[src/rtl/csa_pipe.sv]
// rtl/csa_pipe.sv - two-stage pipelined carry-select adder/subtractor with valid/ready flow control
// Stage 1 precomputes dual block sums; stage 2 ripples block carries to select the result.
module csa_pipe #(
  parameter int BLOCK_W    = 8,
  parameter int NUM_BLOCKS = 4,
  localparam int WIDTH     = BLOCK_W * NUM_BLOCKS
) (
  input  logic             clk,
  input  logic             rst,
  input  logic             in_valid,
  output logic             in_ready,
  input  logic [WIDTH-1:0] a,
  input  logic [WIDTH-1:0] b,
  input  logic             c_in,
  input  logic             sub,
  output logic             out_valid,
  input  logic             out_ready,
  output logic [WIDTH-1:0] sum,
  output logic             c_out,
  output logic             ovf
);

  logic v1_q, v1_d, v2_q, v2_d;
  logic [NUM_BLOCKS-1:0][BLOCK_W-1:0] s0_q, s0_d, s1_q, s1_d;
  logic [NUM_BLOCKS-1:0] c0_q, c0_d, c1_q, c1_d;
  logic cin_q, cin_d, a_msb_q, a_msb_d, b_msb_q, b_msb_d;
  logic [WIDTH-1:0] sum_q, sum_d;
  logic c_out_q, c_out_d, ovf_q, ovf_d;

  logic [WIDTH-1:0] b_eff;
  logic             cin_eff, accept, adv2;
  logic [BLOCK_W:0] blk0, blk1;
  logic [WIDTH-1:0] sel_sum;
  logic             sel_c;

  always_comb begin
    b_eff    = sub ? ~b : b;
    cin_eff  = sub | c_in;
    adv2     = v1_q & (~v2_q | out_ready);
    in_ready = ~v1_q | adv2;
    accept   = in_valid & in_ready;
    v1_d     = accept | (v1_q & ~adv2);
    v2_d     = adv2 | (v2_q & ~out_ready);

    s0_d    = s0_q;
    s1_d    = s1_q;
    c0_d    = c0_q;
    c1_d    = c1_q;
    cin_d   = cin_q;
    a_msb_d = a_msb_q;
    b_msb_d = b_msb_q;
    blk0    = '0;
    blk1    = '0;
    if (accept) begin
      for (int k = 0; k < NUM_BLOCKS; k++) begin
        blk0    = {1'b0, a[k*BLOCK_W +: BLOCK_W]} + {1'b0, b_eff[k*BLOCK_W +: BLOCK_W]};
        blk1    = blk0 + (BLOCK_W+1)'(1);
        s0_d[k] = blk0[BLOCK_W-1:0];
        c0_d[k] = blk0[BLOCK_W];
        s1_d[k] = blk1[BLOCK_W-1:0];
        c1_d[k] = blk1[BLOCK_W];
      end
      cin_d   = cin_eff;
      a_msb_d = a[WIDTH-1];
      b_msb_d = b_eff[WIDTH-1];
    end

    // Carry ripples one mux per block rather than one per bit.
    sel_c   = cin_q;
    sel_sum = '0;
    for (int k = 0; k < NUM_BLOCKS; k++) begin
      if (sel_c) begin
        sel_sum[k*BLOCK_W +: BLOCK_W] = s1_q[k];
        sel_c                         = c1_q[k];
      end else begin
        sel_sum[k*BLOCK_W +: BLOCK_W] = s0_q[k];
        sel_c                         = c0_q[k];
      end
    end

    sum_d   = sum_q;
    c_out_d = c_out_q;
    ovf_d   = ovf_q;
    if (adv2) begin
      sum_d   = sel_sum;
      c_out_d = sel_c;
      ovf_d   = (a_msb_q == b_msb_q) & (sel_sum[WIDTH-1] != a_msb_q);
    end
  end

  always_ff @(posedge clk or posedge rst) begin
    if (rst) begin
      v1_q    <= 1'b0;
      v2_q    <= 1'b0;
      s0_q    <= '0;
      s1_q    <= '0;
      c0_q    <= '0;
      c1_q    <= '0;
      cin_q   <= 1'b0;
      a_msb_q <= 1'b0;
      b_msb_q <= 1'b0;
      sum_q   <= '0;
      c_out_q <= 1'b0;
      ovf_q   <= 1'b0;
    end else begin
      v1_q    <= v1_d;
      v2_q    <= v2_d;
      s0_q    <= s0_d;
      s1_q    <= s1_d;
      c0_q    <= c0_d;
      c1_q    <= c1_d;
      cin_q   <= cin_d;
      a_msb_q <= a_msb_d;
      b_msb_q <= b_msb_d;
      sum_q   <= sum_d;
      c_out_q <= c_out_d;
      ovf_q   <= ovf_d;
    end
  end

  assign out_valid = v2_q;
  assign sum       = sum_q;
  assign c_out     = c_out_q;
  assign ovf       = ovf_q;

endmodule
[config.mk]
export PLATFORM = sky130hd
export DESIGN_NAME = csa_pipe
export DESIGN_NICKNAME = d
export VERILOG_FILES = /design/src/rtl/csa_pipe.sv
export SDC_FILE = /design/constraint.sdc
export NUM_CORES = 1
export LEC_CHECK = 0
export BUFFER_PORTS_ARGS = -buffer_cell sky130_fd_sc_hd__buf_2
export CORE_AREA = 5 5 130 132
export CTS_CLUSTER_DIAMETER = 60
export DETAILED_ROUTE_END_ITERATION = 10
export DIE_AREA = 0 0 135 137
export PLACE_DENSITY = 0.65
export SYNTH_ARGS = -nofsm -noshare
export SYNTH_HDL_FRONTEND = slang
export SYNTH_SLANG_ARGS = --single-unit
export TNS_END_PERCENT = 50
[constraint.sdc]
create_clock -name clk -period 3.58 [get_ports clk]
set_input_delay 0.716 -clock clk [delete_from_list [all_inputs] [get_ports clk]]
set_output_delay 0.716 -clock clk [all_outputs]
set_load 0.02 [all_outputs]
======== Word level (Yosys, flattened, before mapping) ========
Index checks and enable logic that the tools add are counted.
W data, S select, Z words.
word-level totals
  flip-flop bits (word level) ............. 111
  bits in latches ......................... 0
  bits in writable memories ............... 0
  ROM bits ................................ 0
  input bits .............................. 70
  word-level logic and storage cells ...... 52
  memories ................................ 0
operators by class
  add/subtract/negate cells ............... 8
  multipliers ............................. 0
  divide/modulo/power cells ............... 0
  order comparisons ....................... 0
  equality and inequality tests ........... 2
  shift-type cells ........................ 0
  mux-type cells .......................... 9
  bitwise operators ....................... 15
  reduce and logical (&&, ||, !) cells .... 0
operator list
  cell                   count
  $add A8 B8 Y9          4
  $add A9 B1 Y9 const B  4
  $mux W32               1
  $mux W8                4
  $not A32 Y32           1
  $and A1 B1 Y1          5
  $or A1 B1 Y1           5
  $mux W1                4
  $not A1 Y1             4
  $eq A1 B1 Y1           1
  $ne A1 B1 Y1           1

======== Depth between registers and ports, before layout ========
Gate-level depths: netlist of run 1.
  word-level depth ........................ 6
  gate-level depth with buffers ........... 13
  gate-level depth less buffers ........... 11

======== Worst setup path before layout of run 1 ========
OpenSTA, ideal clock, no wires.
  path type ............................... input to register
  start ................................... in sub
  end ..................................... reg s1_q[7] (netlist name)
  setup time .............................. 0.095 ns
  data arrival time ....................... 3.713 ns
  required time ........................... 3.485 ns
  setup slack ............................. -0.228 ns
  stages .................................. 12
  cells stage by stage .................... clkbuf_1 -> buf_1 -> xor2_1 -> ha_1 -> inv_1 -> fa_1 -> nand2b_1 -> a21oi_1 -> xor2_1 -> or3b_2 -> o31a_1 -> o31ai_1
between the ends
  word-level cells in the longest chain between the ends .. 3
RTL lines
  element                 RTL line  text
  start: declaration      15        input logic sub,
  $mux W32                37        b_eff = sub ? ~b : b;
  $add A8 B8 Y9           56        blk0 = {1'b0, a[k*BLOCK_W +: BLOCK_W]} + {1'b0, b_eff[k*BLOCK_W +: BLOCK_W]};
  $add A9 B1 Y9           57        blk1 = blk0 + (BLOCK_W+1)'(1);
  end signal: assignment  96        s1_q <= '0;
  end signal: assignment  109       s1_q <= s1_d;
  end: declaration        24        logic [NUM_BLOCKS-1:0][BLOCK_W-1:0] s0_q, s0_d, s1_q, s1_d;
Every way passes these cells.
A chain may end at the register's enable or synchronous reset.

======== Worst setup path after layout of run 1 ========
Same ends and word-level chain as after synthesis.

==> results.py, run 1 <==
metrics = {
    "cts": {
        "clock_sinks": 111,
        "cts_buffers": 9,
        "clkTransAtPathRegs_ps": 70,
        "cts_tree": "built",
        "hold_buffers": 0,
        "clk_path_buf_depth": 2,
        "cts_resized": 0,
        "postCtsSetupBuffers": 0,
        "clock-root-buffer": "clkbuf_16",
        "h-tree-depth": 3,
        "worstSkewPairLatency_ps": 340,
    },
    "yosys": {
        "yosysSeqAreaShare": 0.423,
        "yosysUniqueCellTypes": 46,
        "syn-num-nets": 824,
        "synthCells": 710,
        "yosysTopAreaCell": "dfrtp_1",
        "synthArstFlopShare": 1.00,
        "yosysMostFrequentCell": "nand2_1",
        "ys.flop_type": "dfrtp_1",
        "synth_edf_count": 0,
        "avgSynthCellArea_um2": 9.24,
        "synth-seq-cells": 111,
        "synth_area_leaders": "dfrtp_1 (42%), nand2_1 (9.7%), ha_1 (7.6%), xor2_1 (6.3%), o21ai_0 (6.0%)",
        "syn-cell-area_um2": 6560,
        "synth_top_area_frac": 0.423,
        "ys_warn_count": 0,
        "synth_common_cells": "nand2_1 (169), dfrtp_1 (111), o21ai_0 (78), xor2_1 (47), ha_1 (40)",
    },
    "final_layout": {
        "area_delta_synth_final_pct": 17.0,
        "regArea_um2": 2780,
        "diodes": 0,
        "drive_gt1_frac": 0.180,
        "nFillCells": 1510,
        "finalNetCount": 932,
        "multi_input_area_um2": 3580,
        "stdcell_count": 1037,
    },
    "critical_path": {
        "crit_slowest_cell": "or3b_2",
        "startpoint": "sub",
        "critical_path_required_ps": 3830,
        "cpMostUsedCell": "xor2_1",
        "crit_buf_inv": 3,
        "end_kind": "flip-flop",
        "r2r-start": "cin_q",
        "critPathArrivalTime_ps": 3330,
        "crit_family": "simple AND/OR/NAND/NOR gates",
        "slowest_delay_ps": 510,
        "critical_path_class": "in2reg",
        "cp_cell_sequence": "buf_2 > buf_12 > xor2_1 > ha_1 > inv_1 > fa_1 > nand2b_1 > a21oi_1 > xor2_1 > or3b_2 > o31a_1 > o31ai_1",
        "critPathMaxFanout": 16,
        "cp-start-kind": "input pin",
    },
    "detailed_routing": {
        "num_vias": 5011,
        "first_iter_violations": 346,
        "firstDrtPassIters": 4,
        "avgViaCountPerCell": 4.83,
        "ant_nets": 0,
        "drcViolationCount": 0,
        "wl_mm": 14.1,
        "wire_per_inst_um": 13.6,
    },
    "global_routing": {
        "antenna_found_initial": 0,
        "gr-usage-all-layers": 0.159,
        "grt_max_degree": 69,
        "grt_overflow": 0,
        "grt_pass1_vias": 4840,
        "grt_pass1_wl_mm": 24.0,
    },
    "power_and_ir_drop": {
        "ir_worst_vdd_v": 0.000249,
        "switching_share": 0.372,
        "p_switching_mw": 1.67,
        "seq_power_share": 0.410,
        "p_clk_frac": 0.199,
        "leakagePower_nw": 3.73,
        "power_mw": 4.48,
        "power.internal_mw": 2.81,
        "p_per_area_nw_per_um2": 584,
        "p_comb_frac": 0.391,
    },
    "sta": {
        "slew_violations": 0,
        "fmax_ghz": 0.324,
        "slew_headroom": 0.321,
        "hold_viol_final": 0,
        "setup_violations": 0,
        "period_minus_slack_ps": 3080,
        "worstMarginPinSlew_ps": 1010,
        "rsz0062_at_grt": "false",
        "final.setup_skew_ps": 8.75,
        "fin_crit_sh": 0.861,
    },
    "placement": {
        "place_congestion": 0.866,
        "hpwl_mm": 11.0,
        "port_buffers": 105,
        "dp_cells": 1023,
    },
    "status": {
        "outcome": "complete, no violations",
    },
    "hold_path": {
        "hp-class": "reg2reg",
        "hp-start": "sum[14]",
    },
    "floorplan": {
        "core_um2": 15600,
        "start_util": 0.421,
        "die_w_um": 135,
        "die_h_um": 137,
        "pin_count": 106,
        "row_count": 46,
        "die_area_um2": 18500,
    },
    "job": {
        "drv_cap": 0,
    },
}
==> kinds of logic (layout without fill, tap and decap cells) <==
kind of cell             after synthesis  after routing  synth area share
AND/OR/NAND/NOR                      257            257             0.172
AO/OA/AOI/OAI                        137            137             0.126
flip-flops                           111            111             0.423
XOR/XNOR                              74             74            0.0988
buffers and inverters                 50            161            0.0309
adder cells (fa/ha/maj)               44             44            0.0885
multiplexers                          37             37            0.0605
==> final cells by class <==
cell class	instances	area share
multi-input combinational	549	0.467
sequential	111	0.362
timing repair buffer	126	0.0922
tap	216	0.0352
clock buffer	10	0.0298
inverter	21	0.0108
clock inverter	4	0.00326
==> per-stage QoR <==
step	worst slack (ps)	instance area [um2]	setup TNS [ps]	hold WS, ps	utilization
after floorplan	-31.8	6570	-31.8	445	-
after detailed placement	136	7420	0	462	0.476
after global routing	270	7680	0	497	0.492
after global placement	219	7420	0	457	0.476
final	497	7680	0	472	0.492
after CTS	500	7680	0	479	0.492
==> per-layer routing <==
metal / GRT usage / wire length [um]
met5: 0 / 0
met4: 0.0504 / 138
met3: 0.0213 / 622
met2: 0.208 / 5450
met1: 0.264 / 7870
==> placed cells by master (no fill, tap or decap), drive strengths merged, types with 5 or more instances in the layout <==
cell type  netlist  routed
nand3           15      15
nand3b           5       5
clkbuf          24      10
xor2            47      47
a21oi           11      11
mux2i           36      36
and3             8       8
nor3             6       6
inv             21      20
a211oi           6       6
ha              40      40
o31ai            5       5
a31oi            6       6
buf              5     126
xnor2           27      27
nor2            21      21
nand2b          11      11
dfrtp          111     111
o21a             7       7
o21ai           78      78
nand2          169     169
==> sequential cells by signal, summed over array words and instances, names as in the netlist, 4 cells and up <==
| signal | cells |
|---|---|
| s0_q | 32 |
| sum | 32 |
| c1_q | 4 |
| c0_q | 4 |
| s1_q | 32 |
==> worst paths after layout <==
path | end | slack, ps | depth (start not counted)
max | s1_q[7] | 500 | 12
max in group asynchronous | s0_q[30] | 2230 | 3
min | sum[14] | 470 | 2
min reg2reg | sum[14] | 470 | 2
max reg2reg | ovf | 790 | 6
min in group asynchronous | sum[14] | 500 | 2
==> power groups by stage <==
stage | combinational, mW | clock, mW | sequential [mW]
after floorplan | 1.04 | 0 | 2.02
after detailed placement | 1.76 | 0 | 1.87
final | 1.75 | 0.889 | 1.84
after global routing | 1.97 | 0.969 | 1.90
after global placement | 1.75 | 0 | 1.85
after CTS | 1.77 | 0.918 | 1.84
==> worst min-delay path, stage by stage (launching register included) <==
cell	delay [ps]
dfrtp_1	340
nand2_1	40
o21ai_0	50
Power figures use the tool's default switching activity.
==> run 2: changes to the inputs <==
--- a/config.mk
+++ b/config.mk
@@ -10,7 +10,7 @@
 export CTS_CLUSTER_DIAMETER = 60
 export DETAILED_ROUTE_END_ITERATION = 10
 export DIE_AREA = 0 0 135 137
-export PLACE_DENSITY = 0.65
+export PLACE_DENSITY_LB_ADDON = 0.2
 export SYNTH_ARGS = -nofsm -noshare
 export SYNTH_HDL_FRONTEND = slang
 export SYNTH_SLANG_ARGS = --single-unit
==> run 2 against run 1 <==
Clock power grew 27%. Clock skew shrank 1.1 ps. Routed wire length grew 4.7%. Final cell count grew 0.68%. Via count grew 2.1%. Sequential share of layout area shrank 0.60 points. Critical path depth shrank 1. Combinational power grew 2%. Register-to-register slack gained 350 ps. Power grew 6.1%. Worst setup slack lost 33 ps. Largest cell class unchanged. Largest power group unchanged.
==> results.py, run 2 (synthesis results as in run 1) <==
metrics = {
    "critical_path": {
        "r2r_slack_ps": 1140,
        "critPathMaxFanout": 9,
        "critPathArrivalTime_ps": 3370,
        "critical_path_class": "in2reg",
        "end_kind": "flip-flop",
        "cp-start-kind": "input pin",
        "slowest_delay_ps": 340,
        "crit_slowest_cell": "a211oi_1",
        "r2r_cells": 7,
        "reg2reg_to": "sum[27]",
        "crit_buf_inv": 3,
        "critical_path_required_ps": 3830,
        "r2r-start": "cin_q",
        "cp_cell_sequence": "buf_2 > buf_4 > buf_4 > xor2_1 > ha_1 > a211o_1 > a211o_1 > a211oi_1 > nand4_1 > xor2_1 > o21ai_0",
        "crit_family": "compound AO/OA/AOI/OAI gates",
    },
    "sta": {
        "worstMarginPinSlew_ps": 1000,
        "setup_violations": 0,
        "rsz0062_at_grt": "false",
        "final.setup_skew_ps": 7.66,
        "fmax_ghz": 0.321,
        "whs_ps": 434,
        "setup_ws_ps": 463,
        "slew_headroom": 0.330,
        "period_minus_slack_ps": 3120,
        "hold_viol_final": 0,
        "slew_violations": 0,
        "fin_crit_sh": 0.871,
    },
    "placement": {
        "place_ws_ps": 86.8,
        "port_buffers": 105,
        "hpwl_mm": 11.5,
        "dpl-instance-area_um2": 7460,
        "place_congestion": 0.865,
    },
    "power_and_ir_drop": {
        "p_clk_frac": 0.238,
        "p_comb_frac": 0.377,
        "p_per_area_nw_per_um2": 609,
        "seq_power_share": 0.385,
        "power.internal_mw": 3.07,
        "leakagePower_nw": 3.80,
        "ir_worst_vdd_v": 0.000231,
        "switching_share": 0.355,
        "p_switching_mw": 1.69,
    },
    "global_routing": {
        "grt_pass1_wl_mm": 23.9,
        "grt_pass1_vias": 4875,
        "gr-usage-all-layers": 0.160,
        "grt_max_degree": 69,
        "grt_overflow": 0,
        "antenna_found_initial": 0,
    },
    "detailed_routing": {
        "met2WireLength_mm": 5.83,
        "firstDrtPassIters": 4,
        "route.met3.wl_um": 626,
        "avgViaCountPerCell": 4.90,
        "wl_mm": 14.7,
        "ant_nets": 0,
        "drt-met1-wl_mm": 8.12,
        "top_layer": "met4",
        "wire_per_inst_um": 14.1,
        "drcViolationCount": 0,
        "first_iter_violations": 314,
        "num_vias": 5116,
    },
    "floorplan": {
        "die_h_um": 137,
        "core_um2": 15600,
        "die_w_um": 135,
        "pin_count": 106,
        "die_area_um2": 18500,
        "start_util": 0.421,
        "row_count": 46,
    },
    "cts": {
        "cts_tree": "built",
        "hold_buffers": 0,
        "clkTransAtPathRegs_ps": 70,
        "clk_path_buf_depth": 2,
        "postCtsSetupBuffers": 0,
        "clock-root-buffer": "clkbuf_16",
        "cts_resized": 0,
        "cts_buffers": 9,
        "h-tree-depth": 3,
        "clock_sinks": 111,
        "worstSkewPairLatency_ps": 340,
    },
    "job": {
        "drv_cap": 0,
    },
    "final_layout": {
        "finalNetCount": 937,
        "final_common_cell": "nand2_1",
        "nFillCells": 1532,
        "area_delta_synth_final_pct": 19.0,
        "layout_common_cells": "nand2_1 (167), dfrtp_1 (111), buf_2 (105)",
        "utilization": 0.501,
        "drive_gt1_frac": 0.188,
        "final_area_um2": 7810,
        "diodes": 0,
    },
    "status": {
        "outcome": "complete, no violations",
    },
    "hold_path": {
        "hp-class": "in2async",
    },
}
-- run 2: changes by cell type in the layout (fill, tap and decap cells not counted) --
| cell | change |
|---|---|
| buf_4 | +5 |
| bufinv_16 | +3 |
| clkbuf_1 | -1 |
| clkbuf_8 | +1 |
| clkinvlp_4 | -1 |
-- run 2: worst max path at each step --
stage | endpoint | startpoint | depth (start not counted)
3_3_place_gp | c1_q[2] | sub | 12
5_1_grt | c1_q[2] | sub | 12
2_1_floorplan | s1_q[7] | sub | 12
6_report | s1_q[31] | sub | 11
4_1_cts | s1_q[31] | sub | 11
3_5_place_dp | c1_q[2] | sub | 12
-- run 2: power by group through the flow --
stage	Clock, mW	Sequential [mW]	Combinational (mW)
global placement	0	1.84	1.75
detailed placement	0	1.86	1.79
CTS	1.17	1.84	1.80
floorplan	0	2.02	1.04
finish	1.13	1.83	1.79
global route	1.22	1.89	1.99
-- run 2: area by class of cell --
class                           instances  area (um2)  share of cell area
Clock buffer                           10         239              0.0306
Clock inverter                          6         108              0.0138
Inverter                               21        82.6              0.0106
Multi-Input combinational cell        549        3580               0.459
Sequential cell                       111        2780               0.356
Tap cell                              216         270              0.0346
Timing Repair Buffer                  131         746              0.0955
-- run 2: metal layers --
layer,global-route usage,up-vias
met3,0.0283,10
met4,0.0577,0
met2,0.211,97
li1,-,2647
met5,0,-
met1,0.258,2362
-- run 2: through the flow --
step / power [mW] / cells / setup TNS [ps]
after floorplan: 3.06 / 710 / -31.8
after global placement: 3.60 / 1028 / 0
after detailed placement: 3.66 / 1028 / 0
after CTS: 4.80 / 1044 / 0
after global routing: 5.10 / 1044 / 0
final: 4.76 / 1044 / 0
==> run 3: changes to the inputs <==
--- a/config.mk
+++ b/config.mk
@@ -10,6 +10,7 @@
 export CTS_CLUSTER_DIAMETER = 60
 export DETAILED_ROUTE_END_ITERATION = 10
 export DIE_AREA = 0 0 135 137
+export MAX_ROUTING_LAYER = met4
 export PLACE_DENSITY_LB_ADDON = 0.2
 export SYNTH_ARGS = -nofsm -noshare
 export SYNTH_HDL_FRONTEND = slang
==> constraint.sdc (replaced) <==
create_clock -name clk -period 2.97 [get_ports clk]
set_input_delay 0.594 -clock clk [delete_from_list [all_inputs] [get_ports clk]]
set_output_delay 0.594 -clock clk [all_outputs]
set_load 0.02 [all_outputs]
==> run 3 against run 2 <==
Routed wire length is 1.9% higher. Die area stayed put. Clock power is 16% higher. Sequential power is 21% higher. Core utilization is 2.9 points higher. Non-clock buffer count is 58 higher. Power is 23% higher. Clock-buffer cell count stayed put. First-iteration DRC count is 16% lower. Register-to-register slack worse by 380 ps. Critical endpoint is now s1_q[15]. Largest power group is now combinational cells.
==> results.py, run 3 (synthesis results as in run 1) <==
metrics = {
    "cts": {
        "worstSkewPairLatency_ps": 350,
        "clk_path_buf_depth": 2,
        "clock-root-buffer": "clkbuf_16",
        "h-tree-depth": 3,
        "clock_sinks": 111,
        "cts_resized": 0,
        "hold_buffers": 0,
        "clkTransAtPathRegs_ps": 70,
        "postCtsSetupBuffers": 0,
        "cts_buffers": 9,
        "cts_tree": "built",
    },
    "final_layout": {
        "final_common_cell": "nand2_1",
        "layout_common_cells": "nand2_1 (167), dfrtp_1 (111), buf_2 (105)",
        "utilization": 0.530,
        "nFillCells": 1474,
        "area_delta_synth_final_pct": 26.0,
        "diodes": 0,
        "drive_gt1_frac": 0.247,
        "finalNetCount": 995,
    },
    "sta": {
        "whs_ps": 351,
        "slew_violations": 0,
        "rsz0062_at_grt": "true",
        "fmax_ghz": 0.359,
        "period_minus_slack_ps": 2790,
        "slew_headroom": 0.345,
        "setup_ws_ps": 181,
        "fin_crit_sh": 0.939,
        "tns_ps": 0,
        "setup_violations": 0,
        "worstMarginPinSlew_ps": 980,
        "final.setup_skew_ps": 7.47,
        "hold_viol_final": 0,
    },
    "global_routing": {
        "grt_max_degree": 69,
        "grt_pass1_wl_mm": 25.5,
        "use_met1": 0.264,
        "use_met3": 0.0239,
        "grt_pass1_vias": 5344,
        "grt_overflow": 0,
        "antenna_found_initial": 0,
        "gr-usage-all-layers": 0.174,
        "grt_util_met2": 0.242,
        "busiest_layer": "met1",
    },
    "detailed_routing": {
        "first_iter_violations": 263,
        "firstDrtPassIters": 5,
        "ant_nets": 0,
        "avgViaCountPerCell": 4.81,
        "wire_per_inst_um": 13.6,
        "num_vias": 5299,
        "wl_mm": 15.0,
        "drcViolationCount": 0,
    },
    "floorplan": {
        "die_area_um2": 18500,
        "row_count": 46,
        "die_w_um": 135,
        "start_util": 0.421,
        "pin_count": 106,
        "die_h_um": 137,
        "core_um2": 15600,
    },
    "placement": {
        "place_ws_ps": -290,
        "hpwl_mm": 12.0,
        "place_congestion": 0.866,
        "port_buffers": 105,
    },
    "critical_path": {
        "critPathMaxFanout": 6,
        "critical_path_class": "in2reg",
        "critPathArrivalTime_ps": 3000,
        "end_kind": "flip-flop",
        "critical_path_required_ps": 3180,
        "cp-start-kind": "input pin",
    },
    "power_and_ir_drop": {
        "power_mw": 5.86,
        "p_per_area_nw_per_um2": 710,
        "ir_worst_vdd_v": 0.000277,
        "leakagePower_nw": 4.08,
    },
    "hold_path": {
        "hp-class": "in2async",
    },
    "status": {
        "outcome": "complete, no violations",
    },
    "job": {
        "drv_cap": 0,
    },
}
[run 3: layout make-up]
class                      count  area, um2  share of cell area
clock buffer                  10        239              0.0289
timing repair buffer         189       1180               0.143
inverter                      21       82.6             0.00999
clock inverter                 6       90.1              0.0109
multi-input combinational    549       3620               0.438
sequential                   111       2780               0.336
tap                          216        270              0.0327
[run 3: final timing paths]
path / startpoint / to / slack (ps) / cells after the start
worst max-delay path: sub / s1_q[15] / 180 / 12
worst min-delay path: rst / sum[6] / 350 / 2
worst max register to register: cin_q / c_out / 760 / 6
worst min register to register: s1_q[17] / s1_q[17] / 470 / 2
max in group asynchronous: rst / s1_q[31] / 1850 / 3
min in group clk: s1_q[17] / s1_q[17] / 470 / 2
[run 3: through the flow]
step | instances | instance area, um2
after floorplan | 710 | 6620
after global placement | 1086 | 7920
after detailed placement | 1086 | 7920
after CTS | 1102 | 8250
after global routing | 1102 | 8260
final | 1102 | 8260
[run 3: metal layers]
metal | up-vias | wire [um]
met2 | 115 | 6200
met5 | - | 0
met3 | 15 | 616
li1 | 2772 | -
met1 | 2397 | 8000
met4 | 0 | 214
[run 3: worst max-delay path, cell delays in order]
cell,delay (ps)
buf_2,170
buf_4,160
xor2_1,140
ha_1,180
inv_1,50
fa_1,370
nand2b_1,190
a2111oi_0,410
a211oi_1,160
nor4_1,350
xnor2_1,150
o21ai_0,80
[run 3: report_power, final]
group	internal (mW)	leakage, nW	switching [mW]
logic	1.03	2.56	1.31
registers	1.97	1.36	0.244
clock network	0.767	0.159	0.546
total	3.77	4.08	2.09
